**src/rtl/mdu_hilo_if.sv**
```systemverilog
// Decode-to-MDU bundle: issue, HI/LO moves and reads,
// plus the result registers and interlock coming back.
interface mdu_hilo_if;
    logic        start;
    logic [1:0]  op;
    logic [31:0] a;
    logic [31:0] b;
    logic        mthi;
    logic        mtlo;
    logic        mfhi;
    logic        mflo;
    logic [31:0] wdata;
    logic [31:0] hi;
    logic [31:0] lo;
    logic        busy;
    logic        done;
    logic        stall;

    modport master (
        output start, op, a, b, mthi, mtlo, mfhi, mflo, wdata,
        input  hi, lo, busy, done, stall
    );

    modport slave (
        input  start, op, a, b, mthi, mtlo, mfhi, mflo, wdata,
        output hi, lo, busy, done, stall
    );
endinterface

```
**src/rtl/mdu_hilo.sv**
```systemverilog
// Iterative MULT/MULTU/DIV/DIVU unit owning HI/LO.
// Magnitude datapath over ITER steps, then one sign-fix step.
module mdu_hilo #(
    parameter int ITER = 32
) (
    input  logic       clk,
    input  logic       rst,
    mdu_hilo_if.slave  bus
);

    typedef enum logic [1:0] {
        IDLE = 2'd0,
        CALC = 2'd1,
        FIX  = 2'd2
    } state_t;

    state_t      state;
    state_t      state_nxt;

    logic [1:0]  op_q;
    logic [31:0] ma;
    logic [31:0] mb;
    logic [31:0] a_q;
    logic        neg_q;
    logic        rneg_q;
    logic        bz_q;
    logic [63:0] acc;
    logic [4:0]  count;
    logic [31:0] hi_q;
    logic [31:0] lo_q;
    logic        done_q;

    logic        sgn_in;
    logic [31:0] ma_in;
    logic [31:0] mb_in;
    logic [32:0] mul_sum;
    logic [32:0] rsh;
    logic [33:0] dif;
    logic        qbit;
    logic [31:0] rnew;
    logic [63:0] prod_fix;
    logic [31:0] q_fix;
    logic [31:0] r_fix;

    // Operand magnitudes; -0x80000000 wraps to itself as unsigned.
    always_comb begin
        sgn_in = ~bus.op[0];
        ma_in  = (sgn_in && bus.a[31]) ? (32'd0 - bus.a) : bus.a;
        mb_in  = (sgn_in && bus.b[31]) ? (32'd0 - bus.b) : bus.b;
    end

    // One shift-add step and one restoring-divide step, plus sign fix.
    always_comb begin
        mul_sum  = {1'b0, acc[63:32]} + {1'b0, (mb[0] ? ma : 32'd0)};
        rsh      = {acc[63:32], ma[31]};
        dif      = {1'b0, rsh} - {2'b0, mb};
        qbit     = ~dif[33];
        rnew     = qbit ? dif[31:0] : rsh[31:0];
        prod_fix = neg_q ? (64'd0 - acc) : acc;
        q_fix    = neg_q ? (32'd0 - acc[31:0]) : acc[31:0];
        r_fix    = rneg_q ? (32'd0 - acc[63:32]) : acc[63:32];
    end

    // State register.
    always_ff @(posedge clk) begin
        if (rst) state <= IDLE;
        else     state <= state_nxt;
    end

    // Next state: idle until issue, ITER calc edges, one fix edge.
    always_comb begin
        state_nxt = state;
        unique case (state)
            IDLE: if (bus.start) state_nxt = CALC;
            CALC: if (count == 5'(ITER - 1)) state_nxt = FIX;
            FIX:  state_nxt = IDLE;
            default: state_nxt = IDLE;
        endcase
    end

    // Datapath, iteration counter and the HI/LO result registers.
    always_ff @(posedge clk) begin
        if (rst) begin
            op_q   <= 2'd0;
            ma     <= 32'd0;
            mb     <= 32'd0;
            a_q    <= 32'd0;
            neg_q  <= 1'b0;
            rneg_q <= 1'b0;
            bz_q   <= 1'b0;
            acc    <= 64'd0;
            count  <= 5'd0;
            hi_q   <= 32'd0;
            lo_q   <= 32'd0;
            done_q <= 1'b0;
        end else begin
            done_q <= 1'b0;
            unique case (state)
                IDLE: begin
                    if (bus.start) begin
                        op_q   <= bus.op;
                        ma     <= ma_in;
                        mb     <= mb_in;
                        a_q    <= bus.a;
                        neg_q  <= sgn_in & (bus.a[31] ^ bus.b[31]);
                        rneg_q <= sgn_in & bus.a[31];
                        bz_q   <= (bus.b == 32'd0);
                        acc    <= 64'd0;
                        count  <= 5'd0;
                    end else begin
                        if (bus.mthi) hi_q <= bus.wdata;
                        if (bus.mtlo) lo_q <= bus.wdata;
                    end
                end
                CALC: begin
                    count <= count + 5'd1;
                    if (op_q[1]) begin
                        acc <= {rnew, acc[30:0], qbit};
                        ma  <= {ma[30:0], 1'b0};
                    end else begin
                        acc <= {mul_sum, acc[31:1]};
                        mb  <= {1'b0, mb[31:1]};
                    end
                end
                FIX: begin
                    done_q <= 1'b1;
                    if (op_q[1]) begin
                        if (bz_q) begin
                            hi_q <= a_q;
                            lo_q <= 32'hFFFF_FFFF;
                        end else begin
                            hi_q <= r_fix;
                            lo_q <= q_fix;
                        end
                    end else begin
                        hi_q <= prod_fix[63:32];
                        lo_q <= prod_fix[31:0];
                    end
                end
                default: ;
            endcase
        end
    end

    assign bus.hi    = hi_q;
    assign bus.lo    = lo_q;
    assign bus.busy  = (state != IDLE);
    assign bus.done  = done_q;
    assign bus.stall = (state != IDLE) &
                       (bus.start | bus.mthi | bus.mtlo | bus.mfhi | bus.mflo);

endmodule

```
**src/flat_wrapper.sv**
```systemverilog
// flat-port wrapper written by rule: the top's interface ports become plain ports
module mdu_hilo_flat 
#(
    parameter int ITER = 32
)
  (clk, rst, bus_start, bus_op, bus_a, bus_b, bus_mthi, bus_mtlo, bus_mfhi, bus_mflo, bus_wdata, bus_hi, bus_lo, bus_busy, bus_done, bus_stall);
  mdu_hilo_if bus_i ();
  input  logic clk;
  input  logic rst;
  input wire logic [$bits(bus_i.start)-1:0] bus_start;
  input wire logic [$bits(bus_i.op)-1:0] bus_op;
  input wire logic [$bits(bus_i.a)-1:0] bus_a;
  input wire logic [$bits(bus_i.b)-1:0] bus_b;
  input wire logic [$bits(bus_i.mthi)-1:0] bus_mthi;
  input wire logic [$bits(bus_i.mtlo)-1:0] bus_mtlo;
  input wire logic [$bits(bus_i.mfhi)-1:0] bus_mfhi;
  input wire logic [$bits(bus_i.mflo)-1:0] bus_mflo;
  input wire logic [$bits(bus_i.wdata)-1:0] bus_wdata;
  output wire logic [$bits(bus_i.hi)-1:0] bus_hi;
  output wire logic [$bits(bus_i.lo)-1:0] bus_lo;
  output wire logic [$bits(bus_i.busy)-1:0] bus_busy;
  output wire logic [$bits(bus_i.done)-1:0] bus_done;
  output wire logic [$bits(bus_i.stall)-1:0] bus_stall;
  assign bus_i.start = bus_start;
  assign bus_i.op = bus_op;
  assign bus_i.a = bus_a;
  assign bus_i.b = bus_b;
  assign bus_i.mthi = bus_mthi;
  assign bus_i.mtlo = bus_mtlo;
  assign bus_i.mfhi = bus_mfhi;
  assign bus_i.mflo = bus_mflo;
  assign bus_i.wdata = bus_wdata;
  assign bus_hi = bus_i.hi;
  assign bus_lo = bus_i.lo;
  assign bus_busy = bus_i.busy;
  assign bus_done = bus_i.done;
  assign bus_stall = bus_i.stall;
  mdu_hilo #(.ITER(ITER)) u_core (.clk(clk), .rst(rst), .bus(bus_i));
endmodule
```
**config.mk**
```make
export PLATFORM = sky130hd
export DESIGN_NAME = mdu_hilo_flat
export DESIGN_NICKNAME = d
export VERILOG_FILES = /design/src/rtl/mdu_hilo_if.sv /design/src/rtl/mdu_hilo.sv /design/src/flat_wrapper.sv
export SDC_FILE = /design/constraint.sdc
export NUM_CORES = 1
export LEC_CHECK = 0
export BUFFER_PORTS_ARGS = -buffer_cell sky130_fd_sc_hd__buf_2
export CORE_MARGIN = 1
export CORE_UTILIZATION = 55
export CTS_BUF_LIST = sky130_fd_sc_hd__clkbuf_16
export DETAILED_ROUTE_END_ITERATION = 7
export PLACE_DENSITY = 0.76
export SYNTH_ARGS = -nofsm -noshare
export SYNTH_HDL_FRONTEND = slang
export SYNTH_SLANG_ARGS = --single-unit
```
**constraint.sdc**
```tcl
create_clock -name clk -period 4.8 [get_ports clk]
set_clock_uncertainty 0.2 [all_clocks]
set_input_delay 0.48 -clock clk [delete_from_list [all_inputs] [get_ports clk]]
set_output_delay 0.48 -clock clk [all_outputs]
set_load 0.02 [all_outputs]
```
# Word-level counts from Yosys, hierarchy flattened
# Index checks and enable logic that the tools add are counted.
[word_totals]
regBits = 237
latch_bits = 0
mem_bits_rw = 0
mem_bits_ro = 0
inputBits = 105
out_inout_bits = 67
wordCells = 87
n_memories = 0
[op_classes]
n_addsub = 8
mul = 0
n_div = 0
magnitude_cmp = 0
eq_ne = 10
shift = 0
muxes = 32
n_bitwise = 10
n_reduce_logical = 14
[op_table]
columns = ["op", "count"]
rows = [
  ["$mux W32", 18],
  ["$pmux W32 S2", 4],
  ["$mux W64", 3],
  ["$pmux W64 S2", 1],
  ["$sub A1 B32 Y32 const A", 4],
  ["$sub A1 B64 Y64 const A", 1],
  ["$sub A33 B32 Y34", 1],
  ["$add A32 B32 Y33", 1],
  ["$logic_not A32 Y1", 1],
  ["$reduce_and A3 Y1", 4],
  ["$ne A2 B2 Y1 const B", 5],
  ["$pmux W5 S2", 1],
  ["$reduce_and A2 Y1", 3],
  ["$reduce_bool A2 Y1", 3],
  ["$add A5 B1 Y5 const B", 1],
  ["$eq A5 B5 Y1 const B", 1],
  ["$mux W5", 1],
  ["$mux W2", 2],
  ["$ne A2 B1 Y1 const B", 2],
  ["$or A1 B1 Y1", 4],
  ["$pmux W2 S2", 1],
  ["$and A1 B1 Y1", 3],
  ["$eq A2 B1 Y1 const B", 1],
  ["$eq A2 B2 Y1 const B", 1],
  ["other kinds (5)", 7],
]

# Longest topological paths before layout
[depth]
word_depth = 5
ltp_mapped = 14
mapped_depth_nobuf = 13

# Worst setup path after synthesis
# OpenSTA, ideal clock, no wires.
[synth_timing]
path_type = "reg2reg"
startpoint = "reg u_core.mb[0]"
endpoint = "reg u_core.acc[61]"
setup_ns = 0.122
arrival_ns = 3.186
t_required_ns = 4.478
slack_ns = 1.292
path_stages_with_launch = 15
path_buffers = 1
cell_sequence = "dfxtp_1 > clkbuf_1 > and2_1 > ha_1 > inv_1 > fa_1 > nor2b_1 > o31a_1 > o31ai_1 > a21bo_2 > a311oi_1 > a221o_1 > a31oi_1 > xnor2_1 > a221o_1"
[synth_between]
elab_chain_len = 4
word_cells_on_any_way = 6
cone_classes = "add/sub: 2; mux: 4"
[synth_lines]
columns = ["item", "line_no", "text"]
rows = [
  ["start, declared", "mdu_hilo.sv:22", "logic [31:0] mb;"],
  ["start signal, assigned", "mdu_hilo.sv:103", "mb <= mb_in;"],
  ["start signal, assigned", "mdu_hilo.sv:122", "mb <= {1'b0, mb[31:1]};"],
  ["$sub A33 B32 Y34 or $mux W32 (tied branches)", "mdu_hilo.sv:56, mdu_hilo.sv:54", ""],
  ["$mux W32 or $add A32 B32 Y33 (tied branches)", "mdu_hilo.sv:58, mdu_hilo.sv:54", ""],
  ["$mux W64 (*)", "mdu_hilo.sv:117", "if (op_q[1]) begin"],
  ["$pmux W64 S2 (*)", "mdu_hilo.sv:98", "unique case (state)"],
  ["end signal, assigned", "mdu_hilo.sv:118", "acc <= {rnew, acc[30:0], qbit};"],
  ["end signal, assigned", "mdu_hilo.sv:121", "acc <= {mul_sum, acc[31:1]};"],
  ["end, declared", "mdu_hilo.sv:27", "logic [63:0] acc;"],
]
# Mark *: on every way between the ends. The rest lies on a longest branch, timed or not.
# A chain may end at the register's enable or synchronous reset.

# Worst setup path after layout
# Ends and elaborated chain as after synthesis.

==> results.md <==
- Die Y: 181 um
- CTS tree: built
- DRC: 0
- Clk slew on worst S/H paths: 0.06 ns
- MaxCap Viol Count: 0
- Via count: 18.8k
- Cell accounting for the most synthesized area: dfxtp_1
- Reg2Reg Depth: 13
- Cell Int Power: 3750 uW
- Min-delay src: bus_a[27]
- H-tree levels: 1
- Area used by multi-input combinational logic: 0.0119 mm^2
- GP Congestion: 1.00
- 1st-pass router iterations: 6
- LEAKAGE: 0.00801 uW
- Die Area: 0.0328 mm^2
- Worst-Margin Slew: 1.20 ns
- Mapped cell area: 0.0177 mm^2
- WHS Endpoint: u_core.a_q[27]$_SDFFE_PP0P_
- Combinational Power Share: 26.2%
- Post-synth top flop: dfxtp_1
- First-pass GRT wire length: 95,700 um
- Final period utilization: 85.1%
- Global route overflow: 0
- FF+latch area: 0.00473 mm^2
- Critical path arrival: 4.32 ns
- WHS Path Cells: 3
- Reg-to-reg slack, setup: 0.71 ns
- Number of diodes: 0
- Vias in the first global route: 17.1k
- Initial antenna violation count: 1
- Mapped Nets: 2,603
- RSZ-0062 raised after global routing: no
- Crit start category: register
- Row count: 65
- Post-synth top area share: 26.8%
- Avg Inst Size Synth: 7.28 um^2
- Post-DP HPWL: 46,700 um
- Minimum clock period: 4.09 ns
- Crit path kind: register to register
- Post-Place Worst Slack: 0.853 ns
- Setup Total Neg Slack: 0 ns
- Power Density: 289 mW/mm^2
- Maximum vdd drop: 0.307 mV
- Starting Density: 55.9%
- Hold Path Class: primary input to register
- Worst-Skew Late Latency: 0.55 ns
- Nets: 2,660
- Max-slew headroom: 19.8%
- Fillers: 2,925
- Net Sw Power: 1890 uW
- Global-route usage over all layers: 36.8%
- TritonCTS Buffers: 28
- Crit. End Element: register
- Fmax: 245 MHz
- Max-slew violation count: 0
- I/O pins: 172
- Share of synthesized registers carrying an async set or reset: 0%
- Post-Syn Instances: 2,425
- Area Growth Syn to Fin: 10.5%
- Layout cell share with drive strength beyond 1: 12.4%
- Syn. warnings: 0
- Status: finished clean
- Core box area: 0.0316 mm^2
- Final ANT Viol Nets: 0
- Req. time, crit path: 5.04 ns
- Slack of the critical path: 0.713 ns
- Initial DRC count: 1,903
- Routed wire per std cell: 21.5 um
- Clk buf depth: 3
- Number of flops mapped to enable cells by yosys: 0
- Switching share of power: 33.6%
- RR Startpoint: u_core.mb[0]$_SDFFE_PP0P_
- Final Hold Fails: 0
- Drt total wl: 62,400 um
- Die W: 181 um
- Clock sink count: 236
- Postcts setup bufs: 0
- Hold slack: 0.0179 ns
- Netlist cell types: 86
- Register area share after synthesis: 26.8%
- Seq cells post-synth: 236
- IO Port Bufs: 171
- Vias/cell: 6.47
- Critical-path maximum fanout: 18
- Clock Root Buffer: clkbuf_16
- Seq pwr share: 38.8%
- Reg2reg end: u_core.acc[61]$_SDFFE_PP0P_
- Final setup viols: 0
- Largest net degree at the start of global routing: 135
- Clock Power Share: 35.0%
- Synth top area cells: dfxtp_1, a21oi_1, nor2_1
==> sequential cells by signal (all words and copies together) (netlist names) <==
signal,count
u_core.bus.hi,32
u_core.acc,64
u_core.bus.lo,32
u_core.bz_q,1
u_core.bus.done,1
u_core.op_q,1
u_core.ma,32
u_core.state,2
u_core.rneg_q,1
u_core.count,5
u_core.mb,32
u_core.a_q,32
u_core.neg_q,1
==> power groups by stage <==
| stage | clock network [uW] | registers (uW) | logic (uW) |
|---|---|---|---|
| floorplan | 0 | 2200 | 1040 |
| global placement | 0 | 2220 | 1410 |
| detailed placement | 0 | 2220 | 1430 |
| CTS | 2000 | 2180 | 1450 |
| global route | 2070 | 2200 | 1610 |
| finish | 1970 | 2190 | 1480 |
==> how the worst max path moves through the flow <==
| stage | cells after the start | to | startpoint |
|---|---|---|---|
| 3_3_place_gp | 13 | u_core.acc[61]$_SDFFE_PP0P_ | u_core.mb[0]$_SDFFE_PP0P_ |
| 3_5_place_dp | 13 | u_core.acc[61]$_SDFFE_PP0P_ | u_core.mb[0]$_SDFFE_PP0P_ |
| 5_1_grt | 13 | u_core.acc[61]$_SDFFE_PP0P_ | u_core.mb[0]$_SDFFE_PP0P_ |
| 4_1_cts | 13 | u_core.acc[61]$_SDFFE_PP0P_ | u_core.mb[0]$_SDFFE_PP0P_ |
| 2_1_floorplan | 14 | u_core.acc[61]$_SDFFE_PP0P_ | u_core.mb[0]$_SDFFE_PP0P_ |
| 6_report | 13 | u_core.acc[61]$_SDFFE_PP0P_ | u_core.mb[0]$_SDFFE_PP0P_ |
==> cells in the mapped netlist (10+ instances only) <==
library cell and count:
o22ai_1 16, nand2b_1 14, a22oi_1 18, and3_1 16, a21oi_1 272, o31ai_1 30, nand2_1 265, nor2_1 310
a21o_1 21, inv_1 79, o211ai_1 26, or3_1 26, o21ai_0 122, a31oi_1 61, clkbuf_1 156, nand4_1 11
ha_1 71, mux2i_1 42, a211oi_1 67, o41ai_1 12, nand3_1 46, nor2b_1 11, o221ai_1 44, xor2_1 67
mux2_2 16, or2_2 11, a311oi_1 12, o21a_1 12, buf_2 10, dfxtp_1 236, and2_1 33, or4_1 12
nor3_1 41, xnor2_1 92, nor4_1 16
==> kinds of logic (layout without fill, tap and decap cells) <==
| logic type | count (synthesis) | in the layout | share of synthesized area [%] |
|---|---|---|---|
| compound gates | 788 | 788 | 28.6 |
| xor+xnor | 159 | 159 | 7.89 |
| fa+ha+maj | 73 | 73 | 5.26 |
| buf+inv | 267 | 342 | 6.07 |
| flops | 236 | 236 | 26.8 |
| mux | 58 | 58 | 3.40 |
| simple gates | 844 | 844 | 22.0 |
==> metrics by stage <==
stage / utilization, % / std cells / cell area, um^2 / power (uW)
after floorplan: - / 2425 / 17700 / 3240
after global placement: 58.9 / 2845 / 18600 / 3630
after detailed placement: 58.9 / 2845 / 18600 / 3660
after global routing: 61.8 / 2902 / 19500 / 5870
after CTS: 61.8 / 2902 / 19500 / 5630
final: 61.8 / 2902 / 19500 / 5640
==> repair_timing <==
item	4_1_cts	5_1_grt
hold endpoints to repair	9	0
gates resized for setup	0	0
hold buffers	9	0
endpoints found under the setup margin	0	0
==> worst max-delay path, cell delays in order, from the launching register on <==
cell,delay (ns)
dfxtp_1,0.65
and2_1,0.22
ha_1,0.20
inv_1,0.07
fa_1,0.40
nor2b_1,0.16
o31a_1,0.19
o31ai_1,0.10
a21bo_2,0.26
a311oi_1,0.68
a221o_1,0.31
a31oi_1,0.11
xnor2_1,0.13
a221o_1,0.28
==> cell type report <==
cell class	instances	area share, %
clock buffer	29	3.72
multi-input combinational	1922	61.0
inverter	80	1.55
clock inverter	19	0.552
tap	402	2.58
sequential	236	24.3
timing repair buffer	214	6.32
==> routing by layer <==
layer  share of wire [%]  up-vias  global-route usage [%]
met3                 9.4      165                    6.63
met4                 4.4        0                    14.8
met5                   0        -                       0
met1                  43     8862                    49.8
li1                    -     8865                       -
met2                  44      874                    57.6
==> placed cells by master (no fill, tap or decap), drive strengths merged, types with 12 or more instances in the layout <==
cell type  instances
mux2i             42
nand2b            14
nor3              42
clkbuf            29
nor2             310
o21a              12
nand2            265
a22oi             18
nor4              20
buf              205
o22ai             16
xor2              67
o221ai            44
xnor2             92
o211ai            26
and3              16
o31ai             30
and2              33
or4               17
a21o              21
o21ai            127
ha                71
mux2              16
dfxtp            236
a211oi            69
a31oi             61
nand3             47
o41ai             15
a21oi            274
a311oi            12
inv               88
or2               12
or3               27
(Power assumes the default switching activity.)
